**src/rtl/hex_pkg.sv**
```systemverilog
// hex_pkg: shared mode codes, blank pattern and active-low hex glyph table for HEX displays
package hex_pkg;
  localparam logic [1:0] MODE_HOLD = 2'b00;
  localparam logic [1:0] MODE_ADD = 2'b01;
  localparam logic [1:0] MODE_SUB = 2'b10;
  localparam logic [1:0] MODE_LOAD = 2'b11;
  localparam logic [6:0] SEG_BLANK = 7'h7F;
  localparam logic [15:0][6:0] GLYPHS = {
    7'h0E, 7'h06, 7'h21, 7'h46, 7'h03, 7'h08, 7'h10, 7'h00,
    7'h78, 7'h02, 7'h12, 7'h19, 7'h30, 7'h24, 7'h79, 7'h40
  };
  function automatic logic [6:0] glyph(input logic [3:0] n);
    return GLYPHS[n];
  endfunction
endpackage

```
**src/rtl/hex_to_7seg.sv**
```systemverilog
// hex_to_7seg: one nibble to active-low {g..a} segments, forced dark when blank is set
module hex_to_7seg
  import hex_pkg::*;
(
  input  logic [3:0] nib,
  input  logic       blank,
  output logic [6:0] seg
);
  assign seg = blank ? SEG_BLANK : glyph(nib);
endmodule

```
**src/rtl/hex_accum_display.sv**
```systemverilog
// hex_accum_display: prescaled add/sub/load accumulator with sticky overflow driving HEX digits
module hex_accum_display
  import hex_pkg::*;
#(
  parameter int NUM_DIGITS = 4,
  parameter int DATA_W = 4,
  parameter int DIV = 1,
  parameter int BLANK_LZ = 0,
  localparam int ACC_W = 4 * NUM_DIGITS
) (
  input  logic                    CLOCK_50,
  input  logic                    RESET,
  input  logic [DATA_W-1:0]       SW,
  input  logic [1:0]              MODE,
  input  logic                    EN,
  output logic [ACC_W-1:0]        ACC,
  output logic                    OVF,
  output logic [7*NUM_DIGITS-1:0] HEX
);
  localparam int CW = DIV > 1 ? $clog2(DIV) : 1;
  function automatic logic [7*NUM_DIGITS-1:0] rst_hex();
    for (int i = 0; i < NUM_DIGITS; i++)
      rst_hex[7*i+:7] = (BLANK_LZ != 0 && i > 0) ? SEG_BLANK : glyph(4'h0);
  endfunction
  localparam logic [7*NUM_DIGITS-1:0] RST_HEX = rst_hex();
  logic [CW-1:0] cnt;
  logic tick;
  logic [ACC_W-1:0] opnd;
  logic [ACC_W:0] sum, diff;
  logic [NUM_DIGITS-1:0] blank;
  logic [7*NUM_DIGITS-1:0] seg;
  assign tick = cnt == CW'(DIV - 1);
  assign opnd = ACC_W'(SW);
  assign sum = {1'b0, ACC} + {1'b0, opnd};
  assign diff = {1'b0, ACC} - {1'b0, opnd};
  // free-running prescaler, wraps on the tick cycle
  always_ff @(posedge CLOCK_50 or posedge RESET)
    if (RESET) cnt <= '0;
    else cnt <= tick ? '0 : cnt + 1'b1;
  // accumulator and sticky carry/borrow, updated only on enabled ticks
  always_ff @(posedge CLOCK_50 or posedge RESET)
    if (RESET) begin
      ACC <= '0;
      OVF <= 1'b0;
    end else if (tick && EN) begin
      ACC <= MODE == MODE_HOLD ? ACC : MODE == MODE_ADD ? sum[ACC_W-1:0] :
             MODE == MODE_SUB ? diff[ACC_W-1:0] : opnd;
      OVF <= MODE == MODE_LOAD ? 1'b0 : MODE == MODE_ADD ? OVF | sum[ACC_W] :
             MODE == MODE_SUB ? OVF | diff[ACC_W] : OVF;
    end
  for (genvar i = 0; i < NUM_DIGITS; i++) begin : g_dig
    assign blank[i] = (BLANK_LZ != 0) && (i != 0) && (ACC[ACC_W-1:4*i] == '0);
    hex_to_7seg u_seg (.nib(ACC[4*i+:4]), .blank(blank[i]), .seg(seg[7*i+:7]));
  end
  // display register, one cycle behind the accumulator
  always_ff @(posedge CLOCK_50 or posedge RESET)
    if (RESET) HEX <= RST_HEX;
    else HEX <= seg;
endmodule

```
**config.mk**
```make
export PLATFORM = sky130hd
export DESIGN_NAME = hex_accum_display
export DESIGN_NICKNAME = d
export VERILOG_FILES = /design/src/rtl/hex_pkg.sv /design/src/rtl/hex_to_7seg.sv /design/src/rtl/hex_accum_display.sv
export SDC_FILE = /design/constraint.sdc
export NUM_CORES = 1
export LEC_CHECK = 0
export CAP_MARGIN = 20
export CORE_UTILIZATION = 50
export CTS_BUF_LIST = sky130_fd_sc_hd__clkbuf_4 sky130_fd_sc_hd__clkbuf_8
export DETAILED_ROUTE_END_ITERATION = 10
export PLACE_DENSITY = 0.7
export SKIP_CTS_REPAIR_TIMING = 1
export SLEW_MARGIN = 20
export SYNTH_ARGS = -nofsm -noshare
export SYNTH_HDL_FRONTEND = slang
export SYNTH_HIERARCHICAL = 1
export SYNTH_SLANG_ARGS = --single-unit
```
**constraint.sdc**
```tcl
create_clock -name CLOCK_50 -period 5.3 [get_ports CLOCK_50]
set_input_delay 1.325 -clock CLOCK_50 [delete_from_list [all_inputs] [get_ports CLOCK_50]]
set_output_delay 1.325 -clock CLOCK_50 [all_outputs]
set_load 0.05 [all_outputs]
```
==> flow_summary.json <==
{
  "synth_area_um2": 3717,
  "cts_tree": "yes",
  "grt_pass1_vias": 2860,
  "h-tree-depth": 2,
  "maxSlewViolCount": 0,
  "gp_congestion": 0.8634,
  "routed_wl_mm": 8.598,
  "endpoint_kind": "flip-flop",
  "die-area_um2": 7784,
  "wire_per_inst_um": 15.30,
  "portBuffers": 53,
  "rows": 31,
  "path_clk_slew_ns": 0.09,
  "p_int_mw": 0.8620,
  "path_buf_inv": 2,
  "ios": 54,
  "clock-sinks": 45,
  "postRouteAntennaNets": 0,
  "grt_antenna_before_repair": 0,
  "nNetsFinal": 509,
  "drt_iter0_markers": 207,
  "diodes": 0,
  "drive_gt1_frac": 0.07343,
  "switching_share": 0.4891,
  "clock_latency_ns": 0.31,
  "vias": 3124,
  "p_switching_mw": 0.8251,
  "die_h_um": 88.23,
  "firstDrtPassIters": 4,
  "overflow": 0,
  "comb_power_share": 0.538,
  "critical_path.cell_chain": "clkdlybuf4s50_1 -> ha_1 -> inv_1 -> fa_1 -> or2_2 -> a221oi_2 -> nand4_1 -> mux2i_1 -> o221ai_1",
  "seq_power_share": 0.328,
  "stdcell_count": 562,
  "root_buffer": "clkbuf_8",
  "syn_to_final_growth_pct": 18.78,
  "ir_drop_mv": 0.1797,
  "dieWidth_um": 88.23,
  "hold_viol": 0,
  "cts_made_buffers": 5,
  "grt_max_degree": 46,
  "tightest_slew_ns": 0.8289,
  "cp.arrival_ns": 3.70,
  "remaining_drc_errors": 0,
  "critPathKind": "in -> reg",
  "p_leak_nw": 1.922,
  "tns_ns": 0,
  "hpwl_mm": 5.928,
  "worst-endpoint-required_ns": 5.48,
  "status": "complete, no violations",
  "core_um2": 7214,
  "ys_types": 61,
  "synthArstFlopShare": 1.000,
  "rsz0062_at_grt": "no",
  "synth-seq-cells": 45,
  "hold_path.class": "reg -> reg",
  "synth-main-ff-cell": "dfrtp_1",
  "p_per_area_nw_per_um2": 382.1,
  "setup_viol": 0,
  "yosysSeqAreaShare": 0.3043,
  "syn_avg_cell_area_um2": 9.387,
  "clkPwrFrac": 0.134,
  "start_util": 0.5153,
  "start_kind": "input port",
  "synth_cells": 396,
  "via_per_inst": 5.559,
  "crit_slowest_cell": "clkdlybuf4s50_1",
  "synth_edf_count": 0,
  "fin_crit_sh": 0.6657,
  "fmax_mhz": 283.4,
  "grt_use_total": 0.2301,
  "cts.path.max_buffers": 2,
  "clock_skew_ns": 0.009185,
  "dp_cells": 554,
  "slew_headroom": 0.4457,
  "post-route-min-period_ns": 3.528,
  "grt_pass1_wl_mm": 14.10,
  "drv_cap": 0,
  "crit_family": "adder cells",
  "crit_fanout": 4,
  "slowest_delay_ns": 0.52,
  "ys_warn_count": 6
}
-- power groups by stage --
stage	Clock, mW	Combinational, mW	Sequential, mW
6_report	0.226	0.907	0.553
5_1_grt	0.245	0.975	0.574
4_1_cts	0.231	0.904	0.555
3_5_place_dp	0	0.901	0.562
3_3_place_gp	0	0.886	0.559
2_1_floorplan	0	0.470	0.755
-- state kept, by name, summed over array words and instances (netlist names) --
register	cells
OVF	1
HEX	28
ACC	16
-- layout by cell type (no fill, tap or decap), drive strengths merged, types with 5 or more instances in the layout --
| cell type | Yosys | final |
|---|---|---|
| o221ai | 12 | 12 |
| a32oi | 10 | 10 |
| nor2 | 36 | 36 |
| a221o | 8 | 8 |
| clkbuf | 11 | 7 |
| nand2b | 12 | 12 |
| ha | 36 | 36 |
| nor3 | 20 | 20 |
| clkdlybuf4s50 | 0 | 53 |
| nand2 | 24 | 24 |
| o21ai | 10 | 10 |
| nor2b | 13 | 13 |
| mux2i | 29 | 29 |
| conb | 1 | 28 |
| nand4 | 5 | 5 |
| and3 | 6 | 6 |
| inv | 30 | 29 |
| dfrtp | 41 | 41 |
| mux2 | 8 | 8 |
| or2 | 5 | 5 |
| a21oi | 9 | 9 |
-- path summary, 6_finish.rpt --
kind	slack, ns	endpoint	startpoint	cells past startpoint
max reg2reg	2.68	ACC[5]	ACC[3]	6
max	1.77	ACC[10]	SW[0]	9
min	0.66	OVF	OVF	2
max in group asynchronous	3.35	HEX[10]	RESET	2
min in group asynchronous	1.47	ACC[13]	RESET	2
min reg2reg	0.66	OVF	OVF	2
-- worst min-delay path: stages, from the launching register on --
cell and delay (ns):
dfrtp_1 0.41, a31oi_1 0.06, a21oi_1 0.15
-- layer usage --
layer | up-vias | GRT usage | part of all wire
met3 | 12 | 0.03172 | 0.058
li1 | 1535 | - | -
met1 | 1480 | 0.3316 | 0.47
met4 | 0 | 0.05132 | 0.010
met5 | - | 0 | 0
met2 | 97 | 0.3678 | 0.46
-- per-stage QoR --
| stage | total power, mW | setup slack [ns] | cell area, µm² | hold slack (ns) | util |
|---|---|---|---|---|---|
| 6_report | 1.687 | 1.772 | 4415 | 0.6610 | 0.6120 |
| 5_1_grt | 1.794 | 1.588 | 4415 | 0.6926 | 0.6120 |
| 4_1_cts | 1.691 | 1.801 | 4414 | 0.6559 | 0.6119 |
| 3_5_place_dp | 1.463 | 1.476 | 4325 | 0.6325 | 0.5995 |
| 3_3_place_gp | 1.445 | 1.536 | 4325 | 0.6010 | 0.5995 |
| 2_1_floorplan | 1.225 | 2.198 | 3819 | 0.8034 | - |
-- cell usage after synthesis (3+ instances only) --
library cell | n | area, µm²
buf_6 | 10 | 112.6
nand4_1 | 4 | 25.02
nor3_1 | 19 | 95.09
a221o_1 | 8 | 80.08
o221ai_1 | 12 | 105.1
a32oi_1 | 10 | 87.58
a211o_1 | 4 | 35.03
buf_2 | 3 | 15.01
clkbuf_1 | 10 | 37.54
ha_1 | 36 | 450.4
or2_2 | 5 | 31.28
and3_1 | 5 | 31.28
nand2_2 | 4 | 25.02
dfrtp_1 | 41 | 1026
mux2i_1 | 29 | 290.3
nand2b_1 | 12 | 75.07
nand2_1 | 20 | 75.07
a21oi_1 | 9 | 45.04
o21a_1 | 4 | 30.03
mux2_1 | 8 | 90.09
o21ai_1 | 3 | 15.01
nor2b_1 | 13 | 81.33
nor2_1 | 36 | 135.1
a311o_1 | 4 | 40.04
dfstp_2 | 4 | 105.1
inv_1 | 30 | 112.6
o21ai_0 | 7 | 35.03
-- kinds of logic after synthesis --
| group | share of synthesized area |
|---|---|
| adder cells (fa/ha/maj) | 0.1319 |
| other | 0.001009 |
| AO/OA/AOI/OAI | 0.1844 |
| buffers and inverters | 0.07708 |
| XOR/XNOR | 0.002357 |
| multiplexers | 0.1023 |
| flip-flops | 0.3043 |
| AND/OR/NAND/NOR | 0.1966 |
-- area by class of cell --
cell class,count,area [µm²]
Clock buffer,7,83.83
Clock inverter,1,5.005
Fill cell,640,2799
Inverter,31,117.6
Multi-Input combinational cell,323,2401
Sequential cell,45,1131
Tap cell,99,123.9
Timing Repair Buffer,56,553.0
(Power assumes the default switching activity.)
